### config.mk
export PLATFORM = sky130hd
export DESIGN_NAME = pc_sequencer
export DESIGN_NICKNAME = d
export VERILOG_FILES = /design/src/rtl/pc_sequencer.sv
export SDC_FILE = /design/constraint.sdc
export NUM_CORES = 1
export LEC_CHECK = 0
export CORE_MARGIN = 2
export CORE_UTILIZATION = 55
export DETAILED_ROUTE_END_ITERATION = 8
export DONT_BUFFER_PORTS = 1
export PLACE_DENSITY = 0.72
export SYNTH_ARGS = -nofsm -noshare
export SYNTH_HDL_FRONTEND = slang
export SYNTH_SLANG_ARGS = --single-unit
### constraint.sdc
create_clock -name clk -period 3.25 [get_ports clk]
set_input_delay 0.4875 -clock clk [delete_from_list [all_inputs] [get_ports clk]]
set_output_delay 0.4875 -clock clk [all_outputs]
set_load 0.02 [all_outputs]
### src/rtl/pc_sequencer.sv
// pc_sequencer: next-PC sequencer for the 10-bit control core.
// Owns the PC, drives the return-address stack and tracks its depth.
//
// Ports:
//   clk, reset         rising-edge clock, synchronous active-high reset
//   hold               freeze PC, accept no command (RUN only)
//   jump, call, ret    commands, priority ret > call > jump > increment
//   target             jump/call destination
//   stack_dout         stack pop data (stored value + 1)
//   pc                 current program counter
//   busy               high while a RET is in flight (and in TRAP)
//   stack_push/pop     one-cycle pulses to the stack
//   stack_din          value pushed (PC at the CALL)
//   depth              live stack entries, 0..DEPTH
//   error              sticky overflow/underflow flag
//
// Build option: PC_TRAP_EN -- overflow/underflow enters a TRAP state that
// only reset leaves; otherwise the fault is flagged and execution continues.

module pc_sequencer #(
    parameter int            AW       = 10,
    parameter int            DEPTH    = 16,
    parameter logic [AW-1:0] RESET_PC = '0,
    localparam int           DW       = $clog2(DEPTH) + 1
) (
    input  logic          clk,
    input  logic          reset,
    input  logic          hold,
    input  logic          jump,
    input  logic          call,
    input  logic          ret,
    input  logic [AW-1:0] target,
    input  logic [AW-1:0] stack_dout,
    output logic [AW-1:0] pc,
    output logic          busy,
    output logic          stack_push,
    output logic          stack_pop,
    output logic [AW-1:0] stack_din,
    output logic [DW-1:0] depth,
    output logic          error
);

    typedef enum logic [1:0] {
        ST_RUN  = 2'd0,
        ST_POP  = 2'd1,
        ST_LOAD = 2'd2
`ifdef PC_TRAP_EN
        ,
        ST_TRAP = 2'd3
`endif
    } state_t;

    state_t        r_state;
    logic [AW-1:0] r_pc;
    logic          r_busy;
    logic          r_push;
    logic          r_pop;
    logic [AW-1:0] r_din;
    logic [DW-1:0] r_depth;
    logic          r_err;

    logic          w_under;
    logic          w_over;

    assign w_under = (r_depth == '0);
    assign w_over  = (r_depth == DW'(DEPTH));

    always_ff @(posedge clk) begin
        if (reset) begin
            r_state <= ST_RUN;
            r_pc    <= RESET_PC;
            r_busy  <= 1'b0;
            r_push  <= 1'b0;
            r_pop   <= 1'b0;
            r_din   <= '0;
            r_depth <= '0;
            r_err   <= 1'b0;
        end else begin
            // Pulses last exactly one cycle unless re-issued below.
            r_push <= 1'b0;
            r_pop  <= 1'b0;
            unique case (r_state)
                ST_RUN: begin
                    if (hold) begin
                        r_pc <= r_pc;
                    end else if (ret) begin
                        if (w_under) begin
                            r_err  <= 1'b1;
                            r_busy <= 1'b1;
`ifdef PC_TRAP_EN
                            r_state <= ST_TRAP;
`else
                            // Depth saturates at 0; the stack wraps.
                            r_pop   <= 1'b1;
                            r_state <= ST_POP;
`endif
                        end else begin
                            r_pop   <= 1'b1;
                            r_busy  <= 1'b1;
                            r_depth <= r_depth - DW'(1);
                            r_state <= ST_POP;
                        end
                    end else if (call) begin
                        if (w_over) begin
                            r_err <= 1'b1;
`ifdef PC_TRAP_EN
                            r_busy  <= 1'b1;
                            r_state <= ST_TRAP;
`else
                            // Depth saturates at DEPTH; the stack wraps.
                            r_push <= 1'b1;
                            r_din  <= r_pc;
                            r_pc   <= target;
`endif
                        end else begin
                            r_push  <= 1'b1;
                            r_din   <= r_pc;
                            r_pc    <= target;
                            r_depth <= r_depth + DW'(1);
                        end
                    end else if (jump) begin
                        r_pc <= target;
                    end else begin
                        r_pc <= r_pc + AW'(1);
                    end
                end
                ST_POP: begin
                    // Stack registers its output on this edge.
                    r_state <= ST_LOAD;
                end
                ST_LOAD: begin
                    r_pc    <= stack_dout;
                    r_busy  <= 1'b0;
                    r_state <= ST_RUN;
                end
`ifdef PC_TRAP_EN
                ST_TRAP: begin
                    r_busy <= 1'b1;
                end
`endif
                default: begin
                    r_busy  <= 1'b0;
                    r_state <= ST_RUN;
                end
            endcase
        end
    end

    assign pc         = r_pc;
    assign busy       = r_busy;
    assign stack_push = r_push;
    assign stack_pop  = r_pop;
    assign stack_din  = r_din;
    assign depth      = r_depth;
    assign error      = r_err;

endmodule

==> impl_metrics.csv, run 1 <==
group,metric,value,unit
placed_design,io_buffers,0,
placed_design,placed_cell_area,1640,um2
floorplanning,dieArea,3460,um2
worst_setup_path,slowest_delay,0.66,ns
timing,skew,0.00840,ns
status,status,"finished, violations left",
timing,fmax,508,MHz
clock_network,cts_setup_buffers,0,
route,initialDrtViolationCount,66,
worst_setup_path,end_kind,"flop",
worst_setup_path,critical_path_buf_inv_count,0,
timing,setup_violations,0,
worst_setup_path,crit_fanout,8,
route,via_per_inst,6.43,
timing,finalMaxSlewViolations,0,
logic_synthesis,synth_seq_cells,31,
logic_synthesis,syn-num-nets,237,
global_routing,grt_pass1_vias,1432,
clock_network,cts_tree,"built",
worst_setup_path,crit_chain,"nand4_2 > or4_1 > a31o_1 > a311oi_2",
logic_synthesis,synth-main-ff-cell,"dfxtp_1",
pwr,vdd_drop_max,0.000275,V
cells_and_area,drive_gt1_share,7.58,%
worst_setup_path,critPathSlowestCell,"dfxtp_1",
cells_and_area,final_util,60.4,%
pwr,cellLeakagePower,0.622,nW
clock_network,cts_sinks,31,
logic_synthesis,synth_edf_count,0,
route,post_drt_wl_per_cell,18.1,um
timing,rsz0062_at_grt,"false",
global_routing,antenna_found_initial,0,
hold_path,hold_path.class,"primary input to flop",
worst_setup_path,cp.depth,4,
clock_network,clock_latency,0.33,ns
timing,fin_crit_sh,60.5,%
worst_setup_path,required,3.49,ns
floorplanning,initial_core_util,59.0,%
clock_network,numCtsBuffers,5,
clock_network,cts_resized,0,
clock_network,cts.path.max_buffers,2,
floorplanning,die_w,58.8,um
clock_network,htreeDepth,2,
worst_setup_path,critPathArrivalTime,2.21,ns
logic_synthesis,yosysWarnings,0,
global_routing,grt_max_degree,37,
floorplanning,die_h,58.8,um
worst_setup_path,reg2reg_depth,4,
cells_and_area,design_area,1690,um2
worst_setup_path,worstSetupPathType,"flop to flop",
route,first_pass_iters,6,
logic_synthesis,synthesis.area,1650,um2
logic_synthesis,synth_seq_area_share,37.5,%
floorplanning,fp.coreArea,2810,um2
logic_synthesis,synth.avg_cell_area,8.03,um2
global_routing,grt_overflow_total,0,
clock_network,postCtsHoldBufs,0,
cells_and_area,n_antenna_cell,0,
floorplanning,core.rowCount,19,
clock_network,root_buffer,"clkbuf_4",
job,drv_cap,0,
timing,hold_violations,0,
timing,period_needed,1.97,ns
route,drc,4,
route,routed_wl,4.14,mm
logic_synthesis,postSynth.asyncResetShare,0,%
placed_design,hpwl,2.94,mm
floorplanning,io_pins,55,
pwr,total_power,0.838,mW
global_routing,grtUsageTotal,25.6,%
timing,tns,0,ns
global_routing,grt_pass1_wl,6.59,mm
cells_and_area,area_growth,2.42,%
timing,relSlewSlack,37.2,%
timing,tightest_slew,0.939,ns
logic_synthesis,syn_inst,206,
worst_setup_path,crit_family,"simple AND/OR/NAND/NOR gates",
clock_network,cts.reportedPaths.clkPinSlew,0.10,ns
status,violations,"DRC",
pwr,p_per_area,495,nW/um2
timing,hold_ws,0.217,ns
route,vias,1473,
hold_path,hold_depth,1,
cells_and_area,nNetsFinal,229,
logic_synthesis,synth_cell_types,44,
placed_design,place_congestion,0.852,
worst_setup_path,critPathLaunchType,"flop",
route,antenna_left,0,
[path summary, 6_finish.rpt]
kind | slack (ns) | to | start
setup / recovery | 1.28 | pc[9] | pc[5]
hold / removal | 0.22 | pc[1] | reset
setup reg to reg | 1.28 | pc[9] | pc[5]
hold reg to reg | 0.56 | stack_din[0] | stack_din[0]
[state kept, by name, summed over array words and instances (netlist names)]
register	cells
stack_pop	1
depth	5
busy	1
pc	10
stack_din	10
r_state	2
stack_push	1
error	1
[power breakdown]
part           leakage [nW]  total [mW]  internal, mW  switching [mW]
Clock                0.0341       0.231         0.100           0.130
Combinational         0.335       0.131        0.0588          0.0719
Sequential            0.253       0.477         0.405          0.0717
Total                 0.622       0.838         0.564           0.274
[layout make-up]
class,count,area [um2]
clock buffers,6,51.3
clock inverters,1,5.00
fillers,266,1110
inverters,2,7.51
multi-input cells,157,963
flip-flops and latches,31,621
well taps,31,38.8
repair buffers,1,7.51
[cells in the mapped netlist, types with 3 or more instances]
cell type	n	area, um2
a311oi_1	3	26.3
xor2_1	5	43.8
o31ai_1	3	22.5
nand3_1	15	75.1
clkbuf_1	14	52.6
a21oi_1	18	90.1
a21o_1	7	52.6
o21ai_0	7	35.0
o211ai_1	3	22.5
dfxtp_1	31	621
nand4_1	5	31.3
nor2_1	16	60.1
o22ai_1	4	25.0
a22oi_1	3	22.5
nand2_1	27	101
ha_1	4	50.1
nor3_1	3	15.0
[placed cells by master, fill, tap and decap left out, types with 2 or more instances in the layout]
| cell | instances |
|---|---|
| nor4_1 | 2 |
| and3b_1 | 2 |
| o21ai_0 | 7 |
| or2_2 | 2 |
| nor3_1 | 3 |
| a211o_1 | 2 |
| nand3_1 | 15 |
| nand3b_1 | 2 |
| dfxtp_1 | 31 |
| xnor2_1 | 2 |
| nand4_1 | 5 |
| o22ai_1 | 4 |
| a31o_2 | 2 |
| a22oi_1 | 3 |
| a311oi_1 | 3 |
| o211ai_1 | 3 |
| ha_1 | 4 |
| xor2_1 | 5 |
| nor2_1 | 16 |
| clkbuf_4 | 5 |
| mux2i_1 | 2 |
| and2_1 | 2 |
| inv_1 | 2 |
| a21oi_1 | 18 |
| a21o_1 | 7 |
| or4_1 | 2 |
| o31ai_1 | 3 |
| nand2_1 | 27 |
[cells by family after synthesis]
| family | Yosys count | share of synthesized area [%] |
|---|---|---|
| multiplexers | 2 | 1.21 |
| buffers and inverters | 18 | 4.24 |
| AND/OR/NAND/NOR | 85 | 25.6 |
| AO/OA/AOI/OAI | 58 | 23.4 |
| adder cells (fa/ha/maj) | 5 | 4.24 |
| flip-flops | 31 | 37.5 |
| XOR/XNOR | 7 | 3.71 |
[metal layers]
| layer | wire length, um | share of wire, % | up-vias | global-route usage [%] |
|---|---|---|---|---|
| li1 | - | - | 730 | - |
| met5 | 0 | 0 | - | 0 |
| met2 | 1920 | 46 | 57 | 39.4 |
| met3 | 387 | 9.3 | 6 | 11.2 |
| met1 | 1770 | 43 | 680 | 31.5 |
| met4 | 64 | 1.5 | 0 | 10.1 |
[stage by stage]
stage / setup WS (ns) / cells
finish: 1.28 / 229
global route: 1.17 / 229
floorplan: 1.48 / 206
CTS: 1.29 / 229
detailed placement: 1.23 / 222
global placement: 1.39 / 222
Power figures use the tool's default switching activity.
==> run 2, diff against run 1 <==
Settings changed: ABC_AREA set to 1, PLACE_DENSITY 0.72 to 0.75.
Clock period 3.25 ns to 1.7 ns, I/O delays scaled along.
==> impl_metrics.csv, run 2 <==
group,metric,value,unit
placed_design,place_ws,0.281,ns
timing,tightest_slew,0.573,ns
worst_setup_path,critPathLaunchType,"flop",
clock_network,cts_sinks,31,
cells_and_area,fillers,241,
timing,fmax,699,MHz
floorplanning,core.rowCount,19,
clock_network,cts.path.max_buffers,2,
route,initialDrtViolationCount,67,
cells_and_area,design_area,1820,um2
route,via_per_inst,5.36,
logic_synthesis,synth_common_cells,"a21oi_1 (33), dfxtp_1 (31), nand2_1 (31), nor2_1 (29), o21ai_0 (26)",
pwr,sw_frac_of_total,31.1,%
logic_synthesis,synth_most_common_cell,"a21oi_1",
hold_path,hold_path.class,"primary input to flop",
floorplanning,dieArea,3410,um2
worst_setup_path,required,1.93,ns
logic_synthesis,synth.top_cell.area_share,38.2,%
timing,relSlewSlack,61.7,%
clock_network,numCtsBuffers,5,
timing,rsz0062_at_grt,"false",
timing,fin_crit_sh,84.2,%
logic_synthesis,synthesis.area,1630,um2
placed_design,place_congestion,0.815,
hold_path,hold_end,"pc[8]",
logic_synthesis,yosysTopAreaCell,"dfxtp_1",
logic_synthesis,postSynth.asyncResetShare,0,%
logic_synthesis,yosysWarnings,0,
pwr,internal_power,1.28,mW
pwr,total_power,1.85,mW
cells_and_area,final_cell_mix,"a21oi_1 (33), nand2_1 (31), dfxtp_1 (31), nor2_1 (29), o21ai_0 (26)",
route,first_pass_iters,4,
pwr,p_comb_share,19.7,%
global_routing,grtUsageTotal,23.3,%
timing,tns,0,ns
job,drv_cap,0,
worst_setup_path,reg2reg_depth,6,
worst_setup_path,end_kind,"flop",
logic_synthesis,syn_inst,228,
hold_path,hold_depth,2,
cells_and_area,area_growth,11.9,%
route,routed_wl,3.62,mm
logic_synthesis,synth-main-ff-cell,"dfxtp_1",
clock_network,clock_latency,0.34,ns
timing,period_needed,1.43,ns
timing,hold_violations,0,
timing,setup_ws,0.269,ns
global_routing,grt_max_degree,23,
global_routing,grt_pass1_wl,6.11,mm
pwr,p_switching,0.577,mW
cells_and_area,final_common_cell,"a21oi_1",
cells_and_area,n_antenna_cell,0,
placed_design,hpwl,2.54,mm
worst_setup_path,reg2reg_from,"depth[0]",
pwr,p_per_area,1020,nW/um2
floorplanning,die_h,58.4,um
cells_and_area,drive_gt1_share,14.5,%
pwr,seq_power_share,47.1,%
floorplanning,io_pins,55,
placed_design,io_buffers,0,
floorplanning,die_w,58.4,um
global_routing,grt_pass1_vias,1308,
timing,finalMaxSlewViolations,0,
timing,setup_violations,0,
clock_network,htreeDepth,2,
route,antenna_left,0,
worst_setup_path,worstReg2RegEnd,"depth[4]",
pwr,clkPwrFrac,33.1,%
worst_setup_path,r2r_slack,0.27,ns
logic_synthesis,ys_top_cells_by_area,"dfxtp_1 (38%), a21oi_1 (10%), o21ai_0 (8.0%), nand2_1 (7.2%), nor2_1 (6.7%)",
hold_path,worstHoldStart,"stack_dout[8]",
clock_network,cts.reportedPaths.clkPinSlew,0.11,ns
placed_design,placed_cell_area,1720,um2
route,post_drt_wl_per_cell,13.3,um
worst_setup_path,critPathArrivalTime,1.67,ns
floorplanning,initial_core_util,58.4,%
pwr,vdd_drop_max,0.000746,V
route,vias,1464,
route,drc,0,
logic_synthesis,syn-num-nets,259,
status,status,"finished clean",
worst_setup_path,worstSetupPathType,"flop to flop",
logic_synthesis,synth_edf_count,0,
clock_network,cts_tree,"built",
logic_synthesis,synth_cell_types,27,
clock_network,root_buffer,"clkbuf_4",
global_routing,antenna_found_initial,0,
logic_synthesis,synth_seq_cells,31,
pwr,cellLeakagePower,0.778,nW
logic_synthesis,synth.avg_cell_area,7.13,um2
cells_and_area,final_util,65.4,%
worst_setup_path,crit_fanout,6,
global_routing,grt_overflow_total,0,
cells_and_area,nNetsFinal,272,
clock_network,cts_setup_buffers,0,
floorplanning,fp.coreArea,2780,um2
timing,skew,0.0181,ns
logic_synthesis,synth_seq_area_share,38.2,%
==> run 2: cell types whose count changed after synthesis, moves of 5 or more <==
cell | before | now
clkbuf_1 | 14 | 2
nor2_1 | 16 | 29
a21oi_1 | 18 | 33
o21ai_0 | 7 | 26
inv_1 | 2 | 25
a21o_1 | 7 | 0
nand3_1 | 15 | 10
==> run 2: timing repair <==
action,CTS,global route
hold endpoints to repair,9,0
hold buffers,1,0
gates resized for setup,0,0
==> run 2: power groups by stage <==
stage	Sequential, mW	Clock [mW]	Combinational (mW)
finish	0.873	0.614	0.366
global route	0.883	0.659	0.418
CTS	0.874	0.621	0.366
detailed placement	0.891	0	0.359
global placement	0.888	0	0.356
floorplan	0.918	0	0.238
==> run 2: worst max-delay path, cell delays in order (launching register included) <==
cell and delay (ns):
dfxtp_1 0.44, fa_1 0.48, nand3_1 0.09, nand2_1 0.07, xnor2_1 0.12, nor2_1 0.09, nor2_1 0.05
==> run 2: worst max-delay path by stage <==
stage | from | to | depth (start not counted)
finish | depth[0] | depth[4] | 6
global route | depth[0] | depth[4] | 6
CTS | depth[0] | depth[4] | 6
detailed placement | depth[0] | depth[4] | 6
global placement | depth[0] | depth[4] | 6
floorplan | pc[0] | pc[8] | 8
==> run 2: area by class of cell <==
cell class              count  area, um2  area share (%)
inverters                  28        108            5.92
clock buffers               6       51.3            2.82
clock inverters             2       35.0            1.93
repair buffers             14        108            5.92
flip-flops and latches     31        621            34.1
well taps                  31       38.8            2.13
multi-input cells         161        857            47.1
==> run 2: stage by stage <==
step | hold WS [ns] | cells
floorplan | 0.419 | 228
global placement | 0.320 | 264
detailed placement | 0.321 | 264
CTS | 0.0943 | 273
global route | 0.105 | 273
finish | 0.0982 | 273
==> run 2: per-layer routing <==
metal / track usage [%] / wire [um] / vias up
met4: 8.64 / 48 / 0
li1: - / - / 771
met1: 33.1 / 1800 / 642
met2: 32.9 / 1490 / 46
met5: 0 / 0 / -
met3: 7.69 / 287 / 5
==> run 2: cells by family (layout without fill, tap and decap cells) <==
group,count (synthesis),after routing,synth area share [%]
simple gates,83,83,23.6
compound gates,67,67,21.6
buf+inv,36,50,9.08
flops,31,31,38.2
xor+xnor,6,6,3.23
fa+ha+maj,5,5,4.31
==> run 3, diff against run 2 <==
Clock period 1.7 ns to 1.23 ns, I/O delays scaled along.
==> impl_metrics.csv, run 3 (synthesis gave the netlist of run 2 again) <==
group,metric,value,unit
hold_path,hold_path.class,"primary input to flop",
worst_setup_path,critical_path_buf_inv_count,1,
timing,tns,-0.304,ns
clock_network,root_buffer,"clkbuf_4",
timing,fin_crit_sh,110,%
job,drv_cap,0,
worst_setup_path,cp_common_cell,"nor2_4",
route,first_pass_iters,7,
timing,rsz0062_at_grt,"true",
floorplanning,dieArea,3410,um2
timing,finalMaxSlewViolations,0,
floorplanning,die_h,58.4,um
worst_setup_path,critPathArrivalTime,1.55,ns
worst_setup_path,critPathSlowestCell,"dfxtp_2",
pwr,p_per_area,1250,nW/um2
placed_design,io_buffers,0,
worst_setup_path,crit_chain,"buf_6 > nor2_4 > nand2_2 > nor2_4 > nor2_4 > o21ai_0 > nor2_1",
worst_setup_path,worstSetupPathType,"flop to flop",
route,post_drt_wl_per_cell,16.4,um
clock_network,cts_sinks,31,
status,status,"finished, violations left",
route,antenna_left,0,
clock_network,htreeDepth,2,
timing,setup_ws,-0.118,ns
floorplanning,io_pins,55,
global_routing,grt_pass1_vias,1548,
route,drc,0,
pwr,vdd_drop_max,0.00109,V
timing,hold_violations,0,
route,initialDrtViolationCount,133,
global_routing,grt_pass1_wl,6.80,mm
timing,setup_violations,3,
timing,skew,0.00999,ns
worst_setup_path,crit_fanout,6,
clock_network,clock_latency,0.33,ns
cells_and_area,final_common_cell,"a21oi_1",
timing,tightest_slew,0.410,ns
global_routing,grt_max_degree,22,
clock_network,cts_tree,"built",
pwr,total_power,2.68,mW
cells_and_area,fillers,195,
cells_and_area,area_growth,31.7,%
clock_network,cts.reportedPaths.clkPinSlew,0.10,ns
cells_and_area,final_util,77.0,%
placed_design,hpwl,3.08,mm
route,routed_wl,4.76,mm
cells_and_area,final_cell_mix,"a21oi_1 (30), nor2_1 (26), buf_4 (25), inv_1 (24), nand2_1 (24)",
floorplanning,initial_core_util,58.4,%
worst_setup_path,critPathLaunchType,"flop",
worst_setup_path,end_kind,"flop",
cells_and_area,nNetsFinal,289,
clock_network,cts.path.max_buffers,2,
status,violations,"setup timing",
worst_setup_path,required,1.44,ns
floorplanning,core.rowCount,19,
floorplanning,die_w,58.4,um
global_routing,grt_overflow_total,0,
pwr,cellLeakagePower,0.895,nW
timing,fmax,742,MHz
worst_setup_path,slowest_delay,0.35,ns
global_routing,grtUsageTotal,25.9,%
global_routing,antenna_found_initial,0,
timing,relSlewSlack,72.6,%
timing,hold_ws,0.0438,ns
route,vias,1687,
timing,period_needed,1.35,ns
floorplanning,fp.coreArea,2780,um2
worst_setup_path,crit_family,"simple AND/OR/NAND/NOR gates",
placed_design,place_congestion,0.836,
clock_network,numCtsBuffers,5,
route,via_per_inst,5.82,
cells_and_area,drive_gt1_share,32.8,%
cells_and_area,n_antenna_cell,0,
run 3: cell count changes in the layout (fill, tap and decap cells not counted), sizes merged:
cell           before  now
buf                13   29
bufinv              1    0
clkbuf              6    7
clkdlybuf4s15       0    1
clkinv              1    0
clkinvlp            0    1
run 3: cell type report:
cell class	instances	area [um2]	share of cell area, %
Inverter	28	108	5.03
Timing Repair Buffer	31	280	13.1
Multi-Input combinational cell	161	1000	46.7
Clock inverter	1	7.51	0.351
Sequential cell	31	642	30.0
Clock buffer	7	65.1	3.04
Tap cell	31	38.8	1.81
run 3: what timing repair did:
item                                    CTS  global route
buffers inserted                          1             4
cloned                                    0             1
hold endpoints to repair                  9             0
hold buffers                              1             0
gates resized for setup                   2            39
pin swaps                                 4            16
endpoints found under the setup margin    2            16
run 3: per-layer routing:
metal,track usage (%),up-vias,part of all wire (%)
li1,-,811,-
met1,32.8,783,41
met2,41.9,80,49
met3,7.69,13,7.7
met4,9.30,0,2.2
met5,0,-,0
run 3: report_power, final:
part / leakage, nW / internal, mW / switching [mW] / total, mW
combinational: 0.599 / 0.336 / 0.426 / 0.763
sequential: 0.259 / 1.09 / 0.125 / 1.21
clock: 0.0375 / 0.334 / 0.372 / 0.706
run 3: final timing paths:
| kind | start | endpoint | slack, ns | cells after the start |
|---|---|---|---|---|
| min | ret | r_state[0] | 0.04 | 2 |
| min reg2reg | r_state[1] | r_state[1] | 0.52 | 1 |
| max reg2reg | depth[3] | depth[3] | -0.12 | 7 |
| max | depth[3] | depth[3] | -0.12 | 7 |
run 3: stage by stage:
stage / instances / area [um2] / worst slack (ns)
2_1_floorplan: 228 / 1650 / -0.00613
3_3_place_gp: 275 / 1860 / 0.0342
3_5_place_dp: 275 / 1860 / -0.0831
4_1_cts: 285 / 1960 / -0.0933
5_1_grt: 290 / 2140 / -0.172
6_report: 290 / 2140 / -0.118
run 3: worst reg2reg max path, stage by stage (launching register included):
cell and delay, ns:
dfxtp_2 0.35, buf_6 0.14, nor2_4 0.07, nand2_2 0.07
nor2_4 0.14, nor2_4 0.08, o21ai_0 0.27, nor2_1 0.11
